--- config.mk ---
export PLATFORM = sky130hd
export DESIGN_NAME = fetcher
export DESIGN_NICKNAME = d
export VERILOG_FILES = /design/src/rtl/gpu_pkg.sv /design/src/rtl/fetcher.sv
export SDC_FILE = /design/constraint.sdc
export NUM_CORES = 1
export LEC_CHECK = 0
export BUFFER_PORTS_ARGS = -buffer_cell sky130_fd_sc_hd__clkbuf_2
export CORE_ASPECT_RATIO = 0.8
export CORE_MARGIN = 1.5
export CORE_UTILIZATION = 42
export CTS_CLUSTER_DIAMETER = 120
export DETAILED_ROUTE_END_ITERATION = 10
export PLACE_DENSITY = 0.75
export SLEW_MARGIN = 20
export SYNTH_ARGS = -nofsm -noshare
export SYNTH_HDL_FRONTEND = slang
export SYNTH_SLANG_ARGS = --single-unit
--- constraint.sdc ---
create_clock -name clk -period 1.55 [get_ports clk]
set_input_delay 0.31 -clock clk [delete_from_list [all_inputs] [get_ports clk]]
set_output_delay 0.31 -clock clk [all_outputs]
set_load 0.05 [all_outputs]
--- src/rtl/gpu_pkg.sv ---
// Shared GPU core encodings: scheduler state and fetcher state.
package gpu_pkg;

  typedef enum logic [2:0] {
    CORE_IDLE    = 3'b000,
    CORE_FETCH   = 3'b001,
    CORE_DECODE  = 3'b010,
    CORE_REQUEST = 3'b011,
    CORE_WAIT    = 3'b100,
    CORE_EXECUTE = 3'b101,
    CORE_UPDATE  = 3'b110,
    CORE_DONE    = 3'b111
  } core_state_t;

  typedef enum logic [2:0] {
    FETCHER_IDLE     = 3'b000,
    FETCHER_FETCHING = 3'b001,
    FETCHER_FETCHED  = 3'b010
  } fetcher_state_t;

endpackage

--- src/rtl/fetcher.sv ---
// Per-core instruction fetcher: one program-memory read per FETCH, result held for the decoder.
// Define FETCHER_CACHE_EN to add a one-entry last-instruction cache that skips re-reading the same PC.
module fetcher
  import gpu_pkg::*;
#(
  parameter int prog_mem_addr_bits = 8,
  parameter int prog_mem_data_bits = 16
) (
  input  logic                          clk,
  input  logic                          reset,
  input  logic [2:0]                    core_state,
  input  logic [prog_mem_addr_bits-1:0] current_pc,
  output logic                          mem_read_valid,
  output logic [prog_mem_addr_bits-1:0] mem_read_address,
  input  logic                          mem_read_ready,
  input  logic [prog_mem_data_bits-1:0] mem_read_data,
  output logic [2:0]                    fetcher_state,
  output logic [prog_mem_data_bits-1:0] instruction,
  output logic [15:0]                   fetch_count
);

  logic [2:0]                    r_state;
  logic                          r_memReadValid;
  logic [prog_mem_addr_bits-1:0] r_memReadAddress;
  logic [prog_mem_data_bits-1:0] r_instruction;
  logic [15:0]                   r_fetchCount;
  logic                          w_cacheHit;

`ifdef FETCHER_CACHE_EN
  // Tag is only ever invalidated by reset: program memory cannot change during a kernel.
  logic [prog_mem_addr_bits-1:0] r_tag;
  logic                          r_tagValid;

  assign w_cacheHit = r_tagValid && (r_tag == current_pc);

  always_ff @(posedge clk) begin
    if (reset) begin
      r_tag      <= '0;
      r_tagValid <= 1'b0;
    end else if (r_state == FETCHER_FETCHING && mem_read_ready) begin
      r_tag      <= r_memReadAddress;
      r_tagValid <= 1'b1;
    end
  end
`else
  assign w_cacheHit = 1'b0;
`endif

  always_ff @(posedge clk) begin
    if (reset) begin
      r_state          <= FETCHER_IDLE;
      r_memReadValid   <= 1'b0;
      r_memReadAddress <= '0;
      r_instruction    <= '0;
      r_fetchCount     <= '0;
    end else begin
      case (r_state)
        FETCHER_IDLE: begin
          if (core_state == CORE_FETCH) begin
            if (w_cacheHit) begin
              r_state <= FETCHER_FETCHED;
            end else begin
              r_memReadAddress <= current_pc;
              r_memReadValid   <= 1'b1;
              r_state          <= FETCHER_FETCHING;
            end
          end
        end
        // Address and valid stay frozen until the controller answers.
        FETCHER_FETCHING: begin
          if (mem_read_ready) begin
            r_instruction  <= mem_read_data;
            r_memReadValid <= 1'b0;
            r_fetchCount   <= r_fetchCount + 16'd1;
            r_state        <= FETCHER_FETCHED;
          end
        end
        FETCHER_FETCHED: begin
          if (core_state == CORE_DECODE) begin
            r_state <= FETCHER_IDLE;
          end
        end
        default: begin
          r_state        <= FETCHER_IDLE;
          r_memReadValid <= 1'b0;
        end
      endcase
    end
  end

  assign mem_read_valid   = r_memReadValid;
  assign mem_read_address = r_memReadAddress;
  assign fetcher_state    = r_state;
  assign instruction      = r_instruction;
  assign fetch_count      = r_fetchCount;

endmodule

==> out/qor.yml <==
status: "finished, final reports clean"
stdcell_area_um2: 2400
power_frac_comb_pct: 9.5
ys_warn_count: 0
via_per_inst: 4.75
max_freq_ghz: 0.679
drv_slew: 0
switchingPower_w: 0.000533
setup_tns_ps: 0
startpoint_type: "register"
pwr-share-clk_pct: 36.6
yosys-top-cells-area: "dfxtp_1 51%, nand2_1 8.4%, a21oi_1 8.0%"
cts_max_level: 2
io_buffers: 72
final-setup-viol-count: 0
cts-buffers-inserted: 5
skew_ps: 6.12
cts_tree: "done"
grt_max_degree: 44
synthCells: 199
cp.required_ps: 1740
drt_iter0_markers: 60
ys_types: 29
routedWlPerCell_um: 11.3
syn_to_final_growth_pct: 41.7
path_class: "register to register"
drv_cap: 0
place_area_um2: 2220
grtUsageMet3_pct: 7.25
cellPowerDensity_nw_per_um2: 863
hp-class: "primary input to register"
end_kind: "register"
irDropWorstVdd_v: 0.000604
p_leak_nw: 1.01
synth.largest_area_cell: "dfxtp_1"
drive_gt1_share_pct: 43.7
intPower_w: 0.00153
syn_nets: 230
yosysSeqAreaShare_pct: 50.9
insertedDiodeCount: 0
drtPass1Iterations: 4
ant_nets: 0
cts_root_buffer: "clkbuf_8"
hold_viol_final: 0
syn_area_um2: 1690
p_seq_share_pct: 53.9
grt.overflow.total: 0
finalCritPeriodShare_pct: 95.0
fill_cells: 338
path_clk_slew_ps: 80
gp_congestion: 0.775
grt_pass1_wl_mm: 6.09
antenna_found_initial: 0
dp_hpwl_mm: 2.69
swShare_pct: 25.8
wl_mm: 3.84
io_pins: 74
die_w_um: 74.0
dieArea_um2: 4420
hold_buffers: 0
rows: 20
drc: 0
period_needed_ps: 1470
synth_seq_cells: 43
cp.arrival_ps: 1670
grt_use_total_pct: 18.4
numClockSinks: 43
synth_top_area_share_pct: 50.9
layout.nets: 316
grtUsageMet1_pct: 23.3
grt_pass1_vias: 1349
crit_path_max_fanout: 5
start_util_pct: 44.2
core-area_um2: 3830
gr-max-usage-layer: "met2"
clk_latency_ps: 300
die_h_um: 59.8
grtUsageMet2_pct: 26.9
vias: 1621
clockBufferDepth: 2
syn_area_per_cell_um2: 8.50
[metrics by stage]
step / hold slack (ps) / util (%) / total power (W) / std cells / setup WS [ps]
floorplan: 446 / - / 0.00126 / 199 / -87.0
global placement: 442 / 58.0 / 0.00134 / 326 / 52.7
detailed placement: 446 / 58.0 / 0.00134 / 326 / 23.1
CTS: 208 / 60.6 / 0.00209 / 334 / 5.30
global route: 213 / 62.6 / 0.00215 / 341 / -4.03
finish: 216 / 62.6 / 0.00207 / 341 / 76.8
[critical path, cell delays in order (launching register included)]
cell and delay, ps:
dfxtp_4 380, ha_1 200, nand4b_1 140, buf_4 180
nor4_1 260, xnor2_1 160, nor2_1 50
[registers in the layout, indices dropped and copies added, names as in the netlist]
signal and flops:
fetcher_state 2, mem_read_valid 1, fetch_count 16, mem_read_address 8, instruction 16
[cell usage after synthesis]
library cell	number
nor2_1	25
buf_1	1
o21ai_0	4
a21oi_1	27
nand3b_1	1
o31ai_1	1
buf_4	1
or4_1	1
ha_1	1
nand4_1	4
clkbuf_1	8
and3b_1	1
nand3_1	4
mux2i_1	8
conb_1	1
or3_4	1
nand4b_1	1
dfxtp_1	43
nand2_1	38
inv_1	4
nand2b_1	1
xor2_1	1
or3_2	3
nor4_1	3
nor3_1	4
xnor2_1	8
a31o_2	2
nand4_4	1
buf_2	1
[power groups by stage]
stage               registers [W]  logic [W]  clock network, W
global route              0.00112   0.000212          0.000819
global placement          0.00114   0.000195                 0
CTS                       0.00111   0.000198          0.000779
finish                    0.00111   0.000197          0.000758
floorplan                 0.00120  0.0000618                 0
detailed placement        0.00114   0.000197                 0
[logic make-up after synthesis]
kind of cell               Yosys count  share of synthesized area, %
AOI/OAI and AO/OA                   34                          10.7
buffers and inverters               15                          3.62
xor gates and xnor gates             9                          4.66
adders and majority gates            1                         0.740
other                                1                         0.222
and+or+nand+nor                     88                          24.5
muxes                                8                          4.73
DFF                                 43                          50.9
[layer usage]
layer  vias up  share of wire (%)
met5         -                  0
met1       718                 45
met4         0                1.8
met2        55                 45
li1        841                  -
met3         7                8.3
[path summary, 6_finish.rpt]
check | slack [ps] | from | to | cells past startpoint
setup / recovery | 80 | fetch_count[0] | fetch_count[12] | 6
hold / removal | 220 | mem_read_data[10] | instruction[10] | 3
setup reg to reg | 80 | fetch_count[0] | fetch_count[12] | 6
hold reg to reg | 450 | instruction[10] | instruction[10] | 2
[layout make-up]
class | instances | area, µm² | share of cell area (%)
multi-input combinational | 141 | 801 | 33.4
inverter | 4 | 15.0 | 0.626
clock inverter | 2 | 15.0 | 0.626
timing repair buffer | 90 | 508 | 21.2
clock buffer | 6 | 82.6 | 3.44
tap | 55 | 68.8 | 2.87
sequential | 43 | 907 | 37.8
[timing repair]
item | CTS | global route
buffers inserted | 0 | 7
gates resized for setup | 0 | 6
endpoints found under the setup margin | 0 | 5
[placed cells by master, fill, tap and decap left out, types with 2 or more instances in the layout]
cell      instances
dfxtp_1          28
nor3_1            4
a31o_2            2
nand4_1           4
xnor2_1           8
nor4_1            2
nand2_1          38
a21oi_2           2
nand3_1           2
dfxtp_2           4
clkbuf_8          6
nand3_2           2
mux2i_1           8
or3_4             3
inv_1             4
dfxtp_4          11
buf_4            17
nor2_1           25
clkbuf_2         72
a21oi_1          25
o21ai_0           4
Note: power is estimated with default switching activity, not from simulation.
